<file path="src/rtl/heap_pkg.sv">
// Shared state encoding and key ordering for the heap controller.
// Defining HEAP_MAX_EN turns the ordering into a max-heap; it is a min-heap by default.
package heap_pkg;

  typedef enum logic [3:0] {
    S_IDLE,
    S_PU_CHK,
    S_PU_CMP,
    S_PU_WR,
    S_PO_RT,
    S_PO_LA,
    S_PO_LD,
    S_PO_CHL,
    S_PO_CHR,
    S_PO_SEL,
    S_PO_CMP,
    S_PO_WR,
    S_DONE
  } heap_state_e;

  // Keys up to 64 bits wide; unsigned zero-extension keeps the ordering intact.
  localparam int KEY_MAX_W = 64;

  function automatic logic better(input logic [KEY_MAX_W-1:0] a,
                                  input logic [KEY_MAX_W-1:0] b);
`ifdef HEAP_MAX_EN
    return a > b;
`else
    return a < b;
`endif
  endfunction

endpackage

</file>
<file path="src/rtl/heap_cmp.sv">
// DW-wide heap ordering comparator: a_better is high when a belongs above b.
// Ordering follows HEAP_MAX_EN through heap_pkg::better().
module heap_cmp
  import heap_pkg::*;
#(
  parameter int DW = 8
) (
  input  logic [DW-1:0] a,
  input  logic [DW-1:0] b,
  output logic          a_better
);

  assign a_better = better(KEY_MAX_W'(a), KEY_MAX_W'(b));

endmodule

</file>
<file path="src/rtl/heap_ctrl.sv">
// Binary-heap controller: push (sift-up) and pop (sift-down) over an external
// single-port synchronous RAM, 1-based indexing. Heap order selected by HEAP_MAX_EN.
//
// state    | meaning
// IDLE     | wait for push/pop request
// PU_CHK   | at root -> write, else read parent
// PU_CMP   | key better than parent -> move parent down
// PU_WR    | write key into hole
// PO_RT    | read root
// PO_LA    | latch root, read last element
// PO_LD    | last element becomes key, shrink heap
// PO_CHL   | no child -> write, else read left child
// PO_CHR   | latch left, read right if present
// PO_SEL   | pick better child
// PO_CMP   | child better than key -> move child up
// PO_WR    | write key into hole
// DONE     | one-cycle completion pulse
module heap_ctrl
  import heap_pkg::*;
#(
  parameter int DW    = 8,
  parameter int DEPTH = 255,
  parameter int AW    = $clog2(DEPTH+1)
) (
  input  logic          clk,
  input  logic          reset,
  input  logic          push_req,
  input  logic          pop_req,
  input  logic [DW-1:0] din,
  output logic          busy,
  output logic          done,
  output logic          err,
  output logic [DW-1:0] dout,
  output logic [AW-1:0] size,
  output logic          empty,
  output logic          full,
  output logic [AW-1:0] mem_addr,
  output logic          mem_wen,
  output logic [DW-1:0] mem_wdata,
  input  logic [DW-1:0] mem_rdata
);

  heap_state_e   state, state_nx;
  logic [DW-1:0] key, cand, dout_r;
  logic [AW-1:0] idx, cidx, size_r;
  logic          err_r;
  logic [AW:0]   lch, rch, size_w;
  logic [DW-1:0] cmp_a, cmp_b;
  logic          cmp_better;

  // Child indices carry one extra bit so they never wrap near DEPTH.
  assign lch    = {idx, 1'b0};
  assign rch    = {idx, 1'b1};
  assign size_w = {1'b0, size_r};

  assign busy  = (state != S_IDLE);
  assign done  = (state == S_DONE);
  assign err   = done & err_r;
  assign dout  = dout_r;
  assign size  = size_r;
  assign empty = (size_r == '0);
  assign full  = (size_r == AW'(DEPTH));

  heap_cmp #(.DW(DW)) u_cmp (
    .a        (cmp_a),
    .b        (cmp_b),
    .a_better (cmp_better)
  );

  always_comb begin
    state_nx  = state;
    mem_addr  = '0;
    mem_wen   = 1'b0;
    mem_wdata = '0;
    cmp_a     = key;
    cmp_b     = mem_rdata;
    case (state)
      S_IDLE: begin
        if (pop_req)       state_nx = empty ? S_DONE : S_PO_RT;
        else if (push_req) state_nx = full ? S_DONE : S_PU_CHK;
      end
      S_PU_CHK: begin
        if (idx == AW'(1)) state_nx = S_PU_WR;
        else begin
          mem_addr = idx >> 1;
          state_nx = S_PU_CMP;
        end
      end
      S_PU_CMP: begin
        if (cmp_better) begin
          mem_wen   = 1'b1;
          mem_addr  = idx;
          mem_wdata = mem_rdata;
          state_nx  = S_PU_CHK;
        end else state_nx = S_PU_WR;
      end
      S_PU_WR, S_PO_WR: begin
        mem_wen   = 1'b1;
        mem_addr  = idx;
        mem_wdata = key;
        state_nx  = S_DONE;
      end
      S_PO_RT: begin
        mem_addr = AW'(1);
        state_nx = S_PO_LA;
      end
      S_PO_LA: begin
        mem_addr = size_r;
        state_nx = S_PO_LD;
      end
      S_PO_LD: state_nx = S_PO_CHL;
      S_PO_CHL: begin
        if (lch > size_w) state_nx = S_PO_WR;
        else begin
          mem_addr = lch[AW-1:0];
          state_nx = S_PO_CHR;
        end
      end
      S_PO_CHR: begin
        if (rch <= size_w) begin
          mem_addr = rch[AW-1:0];
          state_nx = S_PO_SEL;
        end else state_nx = S_PO_CMP;
      end
      S_PO_SEL: begin
        cmp_a    = mem_rdata;
        cmp_b    = cand;
        state_nx = S_PO_CMP;
      end
      S_PO_CMP: begin
        cmp_a = cand;
        cmp_b = key;
        if (cmp_better) begin
          mem_wen   = 1'b1;
          mem_addr  = idx;
          mem_wdata = cand;
          state_nx  = S_PO_CHL;
        end else state_nx = S_PO_WR;
      end
      S_DONE:  state_nx = S_IDLE;
      default: state_nx = S_IDLE;
    endcase
  end

  always_ff @(posedge clk or posedge reset) begin
    if (reset) begin
      state  <= S_IDLE;
      key    <= '0;
      cand   <= '0;
      dout_r <= '0;
      idx    <= '0;
      cidx   <= '0;
      size_r <= '0;
      err_r  <= 1'b0;
    end else begin
      state <= state_nx;
      case (state)
        S_IDLE: begin
          err_r <= 1'b0;
          if (pop_req) begin
            if (empty) err_r <= 1'b1;
          end else if (push_req) begin
            if (full) err_r <= 1'b1;
            else begin
              key    <= din;
              idx    <= size_r + AW'(1);
              size_r <= size_r + AW'(1);
            end
          end
        end
        S_PU_CMP: if (cmp_better) idx <= idx >> 1;
        S_PO_LA:  dout_r <= mem_rdata;
        S_PO_LD: begin
          key    <= mem_rdata;
          size_r <= size_r - AW'(1);
          idx    <= AW'(1);
        end
        S_PO_CHR: begin
          cand <= mem_rdata;
          cidx <= lch[AW-1:0];
        end
        S_PO_SEL: if (cmp_better) begin
          cand <= mem_rdata;
          cidx <= rch[AW-1:0];
        end
        S_PO_CMP: if (cmp_better) idx <= cidx;
        default: ;
      endcase
    end
  end

endmodule

</file>
<file path="config.mk">
export PLATFORM = sky130hd
export DESIGN_NAME = heap_ctrl
export DESIGN_NICKNAME = d
export VERILOG_FILES = /design/src/rtl/heap_pkg.sv /design/src/rtl/heap_cmp.sv /design/src/rtl/heap_ctrl.sv
export SDC_FILE = /design/constraint.sdc
export NUM_CORES = 1
export LEC_CHECK = 0
export BUFFER_PORTS_ARGS = -buffer_cell sky130_fd_sc_hd__buf_2
export CORE_MARGIN = 2
export CORE_UTILIZATION = 60
export DETAILED_ROUTE_END_ITERATION = 8
export PLACE_DENSITY = 0.82
export RECOVER_POWER = 50
export SLEW_MARGIN = 30
export SYNTH_ARGS = -nofsm -noshare
export SYNTH_HDL_FRONTEND = slang
export SYNTH_HIERARCHICAL = 1
export SYNTH_SLANG_ARGS = --single-unit
</file>
<file path="constraint.sdc">
create_clock -name clk -period 7 [get_ports clk]
set_input_delay 0.35 -clock clk [delete_from_list [all_inputs] [get_ports clk]]
set_output_delay 0.35 -clock clk [all_outputs]
set_load 0.05 [all_outputs]
</file>
==> impl_metrics.ini, run 1 <==
[cts]
post_cts_buffers = 0
numCtsBuffers = 5
cts_buffer_depth = 2
cts_tree = built
cts-root-buf = clkbuf_8
cts_hold_buffers = 0
htreeDepth = 2
cts_sinks = 53
cts-resized-gates = 0
clk_latency_ns = 0.31
clk_pin_slew_ns = 0.10

[min_path]
holdPathEnd = key[0]$_DFFE_PP0P_
whs_path_depth = 3
min_path_type = primary input to register
min_from = din[0]

[yosys]
synth_seq_area_share_pct = 34.1
ys_types = 69
ys_ff_latch = 53
syn_area_um2 = 3880
syn_inst = 429
avgSynthCellArea_um2 = 9.05
synthArstFlopShare_pct = 100
synth_top_cell_area_share_pct = 34.1
synth_area_leader_cell = dfrtp_1
ys_warn_count = 6
syn_nets = 467
ys_dominant_reg_cell = dfrtp_1
synth.area.top_cells = dfrtp_1 34%, nand2_1 6.9%, ha_1 5.8%, o21ai_1 4.4%, a22oi_1 4.3%
synth-edff-count = 0

[floorplan]
fp.dieH_um = 84.5
dieArea_um2 = 7130
ios = 58
fp.dieW_um = 84.5
initial_utilization_pct = 61.5
num_rows = 29
core_area_um2 = 6310

[sta]
fin_crit_sh_pct = 75.8
rsz0062_at_grt = no
maxClockFrequency_ghz = 0.189
setup-violations-final = 0
worst_slew_pin_slew_ns = 2.85
min_period_ns = 5.30
slew_viol_final = 54
setup_tns_ns = 0
max_slew_margin_pct = -90.3
hold_viol = 0
fin_worst_skew_ns = 0.00623

[grt]
grt_pass1_vias = 3207
grt_pass1_wl_mm = 16.2
grt_max_degree = 54
antenna_found_initial = 0
grt_overflow = 0
grt_usage_pct = 28.1

[final_layout]
syn_to_final_growth_pct = 8.92
layout-drive-gt1-share_pct = 18.7
fin_util_pct = 67.0
multi_input_area_um2 = 2290
nets = 513
seq_area_um2 = 1330
nFillCells = 548
antennaDiodeCount = 0
fin_area_um2 = 4230

[worst_setup_path]
reg2regPathDepth = 15
critPathKind = register to primary output
crit_required_ns = 6.65
reg2reg_slack_ns = 2.56
r2r-end = idx[6]$_DFFE_PP0P_
critPathLaunchType = register
critical_path.endpoint_type = primary output
worstReg2RegStart = state[2]$_DFFE_PP0P_
arrival_ns = 4.95
worstPathMaxFanout = 29
cpPeakStageDelay_ns = 0.71
slowest_stage = a41oi_1
path_cells = nand2b_1 > nor2_2 > buf_4 > nor2_2 > nand2_1 > nand2_1 > inv_1 > ha_1 > a211oi_2 > o21ai_1 > a41oi_1 > nand3b_4 > or2_1 > o21ai_2 > a22oi_1 > o21ai_1 > buf_2

[route]
ant_nets = 0
drt-total-wl_mm = 10.1
drtPass1Iterations = 6
drc_errors = 0
via_count = 3600
post_drt_via_cell_ratio = 6.51
drt_iter0_drc = 361
wl_per_cell_um = 18.2

[placement]
io_buffers = 57
hpwl_mm = 7.07
place_area_um2 = 4160
place.gp.congestion = 0.952

[outcome]
violations = capacitance limit, slew limit
outcome = finished with violations

[job]
maxCapViolCount = 1
layout by cell type (no fill, tap or decap), drive strengths merged, types with 2 or more instances in the layout:
cell	count
nand2	73
dfrtp	53
buf	43
o21ai	38
inv	31
nor2	24
clkbuf	23
a22oi	22
a21oi	21
ha	18
mux2	17
a222oi	14
xnor2	10
nor3	9
mux2i	8
nand3	5
nand2b	4
nor4	4
or3	3
a31oi	3
and2	3
and2b	2
and3	2
a22o	2
nor2b	2
a21o	2
a211oi	2
o311ai	2
o211ai	2
a41oi	2
a221oi	2
a221o	2
o21a	2
o21bai	2
a2bb2oi	2
o211a	2
state kept, by name (all words and copies together) (netlist names):
name / cells
cand: 8
state: 4
key: 8
dout: 8
idx: 8
size: 8
cidx: 8
err_r: 1
metrics by stage:
| step | cells | hold WS [ns] | worst slack, ns |
|---|---|---|---|
| 6_report | 553 | 0.304 | 1.70 |
| 3_5_place_dp | 545 | 0.481 | 2.15 |
| 2_1_floorplan | 429 | 0.447 | 2.73 |
| 4_1_cts | 553 | 0.226 | 1.72 |
| 5_1_grt | 553 | 0.317 | 1.34 |
| 3_3_place_gp | 545 | 0.469 | 2.43 |
kinds of logic (layout without fill, tap and decap cells):
group | after synthesis | in the layout | share of synthesized area, %
mux | 25 | 25 | 7.09
fa+ha+maj | 18 | 18 | 5.80
buf+inv | 52 | 99 | 6.54
simple gates | 139 | 139 | 19.3
compound gates | 131 | 131 | 24.7
xor+xnor | 11 | 11 | 2.48
flops | 53 | 53 | 34.1
worst max-delay path by stage:
stage | from | end | slack [ns] | depth (start not counted)
floorplan | state[2]$_DFFE_PP0P_ | mem_addr[6] | 2.73 | 15
global placement | state[2]$_DFFE_PP0P_ | mem_addr[0] | 2.43 | 17
detailed placement | state[2]$_DFFE_PP0P_ | mem_addr[7] | 2.15 | 17
CTS | state[2]$_DFFE_PP0P_ | mem_addr[7] | 1.72 | 17
global route | state[2]$_DFFE_PP0P_ | mem_addr[6] | 1.34 | 17
finish | state[2]$_DFFE_PP0P_ | mem_addr[7] | 1.70 | 17
worst max-delay path, delay by kind of cell (launching register included):
kind	cells	cell delay, ns
buf+inv	3	0.55
fa+ha+maj	1	0.30
compound gates	6	1.49
simple gates	7	1.62
flops	1	0.66
final cells by class:
cell class                 count  area share (%)
inverter                      30            2.66
timing repair buffer          61            6.86
sequential                    53            31.4
multi-input combinational    324            54.2
clock inverter                 3            1.04
clock buffer                   5            1.63
tap                           77            2.28
layer usage:
layer  wire (um)  up-vias  track usage, %
li1            -     1659               -
met1        4350     1729            41.2
met2        4750      188            43.3
met3         807       24            4.33
met4         168        0            8.37
met5           0        -               0
Yosys cell counts (2+ instances only):
master,count
buf_6,2
a221oi_1,2
o21ai_0,2
a22o_1,2
a31oi_1,3
o21ai_1,34
and2b_1,2
a21o_1,2
nor4_1,2
buf_2,11
buf_4,8
mux2i_1,8
dfrtp_1,53
a211oi_2,2
or3_1,3
a21oi_1,16
nand3_1,4
nand2b_1,4
inv_1,30
nor3_1,8
nor2b_1,2
xnor2_1,10
a22oi_1,22
o311ai_1,2
a222oi_1,14
o21ai_2,2
nor2_2,5
nand2_1,71
o211ai_1,2
and3_1,2
mux2_1,8
mux2_2,8
ha_1,18
and2_1,3
a41oi_1,2
nor2_1,18
a21oi_2,5
a221o_1,2
a2bb2oi_1,2
o21bai_1,2
nand2_2,2
o21a_1,2
Power of run 1 is left out: the tool's default activity adds up to more than one toggle a clock period on the data nets, which glitch-free logic cannot reach.
==> inputs of run 2 (changes only) <==
--- a/config.mk
+++ b/config.mk
@@ -7,9 +7,9 @@
 export LEC_CHECK = 0
 export BUFFER_PORTS_ARGS = -buffer_cell sky130_fd_sc_hd__buf_2
 export CORE_MARGIN = 2
-export CORE_UTILIZATION = 60
+export CORE_UTILIZATION = 52
 export DETAILED_ROUTE_END_ITERATION = 8
-export PLACE_DENSITY = 0.82
+export PLACE_DENSITY = 0.76
 export RECOVER_POWER = 50
 export SLEW_MARGIN = 30
 export SYNTH_ARGS = -nofsm -noshare
==> constraint.sdc (replaced) <==
create_clock -name clk -period 4.4 [get_ports clk]
set_input_delay 0.22 -clock clk [delete_from_list [all_inputs] [get_ports clk]]
set_output_delay 0.22 -clock clk [all_outputs]
set_load 0.05 [all_outputs]
==> impl_metrics.ini, run 2 (synthesis gave the netlist of run 1 again) <==
[route]
ant_nets = 0
drc_errors = 0
drt_iter0_drc = 446
wl_per_cell_um = 18.3
drtPass1Iterations = 5
via_count = 3646
post_drt_via_cell_ratio = 6.21
drt-total-wl_mm = 10.8

[worst_setup_path]
timing.critical_path.buf_inv = 4
arrival_ns = 3.88
critPathKind = register to primary output
crit_start = state[1]$_DFFE_PP0P_
reg2regPathDepth = 15
crit_required_ns = 4.18
slowest_stage = dfrtp_1
critical_path.endpoint_type = primary output
r2r-end = cidx[1]$_DFFE_PP0P_
path_cells = buf_4 > nand2b_2 > nor2_4 > buf_4 > a22oi_1 > nand2_1 > ha_1 > a211oi_2 > o21ai_1 > a41oi_1 > buf_4 > nand3b_4 > or2_1 > o21ai_2 > a222oi_1 > o21ai_1 > buf_2
reg2reg_slack_ns = 1.08
critPathLaunchType = register
crit_family = compound AO/OA/AOI/OAI gates
worstPathMaxFanout = 13
cpPeakStageDelay_ns = 0.41
worstReg2RegStart = state[2]$_DFFE_PP0P_
crit_top_cell = buf_4

[placement]
hpwl_mm = 7.46
io_buffers = 57
place.gp.congestion = 0.927
place_area_um2 = 4230

[grt]
antenna_found_initial = 0
grt_pass1_wl_mm = 17.5
grt_overflow = 0
grt_max_degree = 54
grt_usage_pct = 26.2
grt_pass1_vias = 3409

[sta]
fin_worst_skew_ns = 0.0100
setup_tns_ns = 0
worst_slew_pin_slew_ns = 2.41
min_period_ns = 4.10
fin_crit_sh_pct = 93.1
slew_viol_final = 54
max_slew_margin_pct = -61.6
fin_hold_ws_ns = 0.176
setup-violations-final = 0
rsz0062_at_grt = no
hold_viol = 0
maxClockFrequency_ghz = 0.244

[final_layout]
nets = 525
seq_area_um2 = 1330
fin_area_um2 = 4360
fin_util_pct = 60.2
nFillCells = 653
layout_commonest_cell = nand2_1
syn_to_final_growth_pct = 12.3
multi_input_area_um2 = 2300
layout-drive-gt1-share_pct = 21.3
layout_common_cells = 71 x nand2_1, 52 x dfrtp_1, 38 x buf_2
antennaDiodeCount = 0

[cts]
numCtsBuffers = 5
htreeDepth = 2
clk_pin_slew_ns = 0.10
cts_buffer_depth = 2
cts_sinks = 53
cts_tree = built
clk_latency_ns = 0.32
cts-root-buf = clkbuf_8

[floorplan]
fp.dieH_um = 90.4
dieArea_um2 = 8180
ios = 58
initial_utilization_pct = 53.5
fp.dieW_um = 90.4
num_rows = 31
core_area_um2 = 7250

[min_path]
min_path_type = primary input to register
min_from = din[0]
whs_path_depth = 3
holdPathEnd = key[0]$_DFFE_PP0P_

[outcome]
violations = capacitance limit, slew limit
outcome = finished with violations

[job]
maxCapViolCount = 1
## run 2: per-layer routing
metal | up-vias | global-route usage, % | share of wire, %
li1 | 1686 | - | -
met4 | 0 | 7.05 | 2.0
met2 | 197 | 42.3 | 46
met1 | 1738 | 36.3 | 43
met5 | - | 0 | 0
met3 | 25 | 4.84 | 8.3
## run 2: worst max-delay path by stage
| stage | to | slack (ns) | depth (start not counted) |
|---|---|---|---|
| 2_1_floorplan | mem_addr[6] | 0.26 | 15 |
| 3_3_place_gp | mem_addr[0] | 0.54 | 17 |
| 3_5_place_dp | mem_addr[6] | 0.35 | 17 |
| 4_1_cts | mem_addr[7] | 0.13 | 18 |
| 5_1_grt | mem_addr[1] | 0.03 | 17 |
| 6_report | mem_addr[6] | 0.30 | 17 |
## run 2: final cells by class
cell class	count	share of cell area, %
Tap cell	99	2.84
Timing Repair Buffer	73	8.92
Sequential cell	53	30.4
Multi-Input combinational cell	324	52.7
Clock buffer	6	1.66
Inverter	30	2.61
Clock inverter	2	0.889
## run 2: timing repair
action,in CTS,in global routing
pin swaps,1,1
hold buffers,0,0
gates resized for setup,0,6
buffers inserted,3,3
endpoints found under the hold margin,0,0
setup endpoints to repair,2,12
## run 2: worst min-delay path, stage by stage
cell and delay, ns:
buf_2 0.08, mux2i_1 0.06, o21ai_1 0.11
## run 2: metrics by stage
step                      setup WS, ns  instances
after floorplan                  0.262        429
after global placement           0.539        573
after detailed placement         0.350        573
after CTS                        0.132        584
after global routing            0.0307        587
final                            0.303        587
Power of run 2 is left out for the same reason.
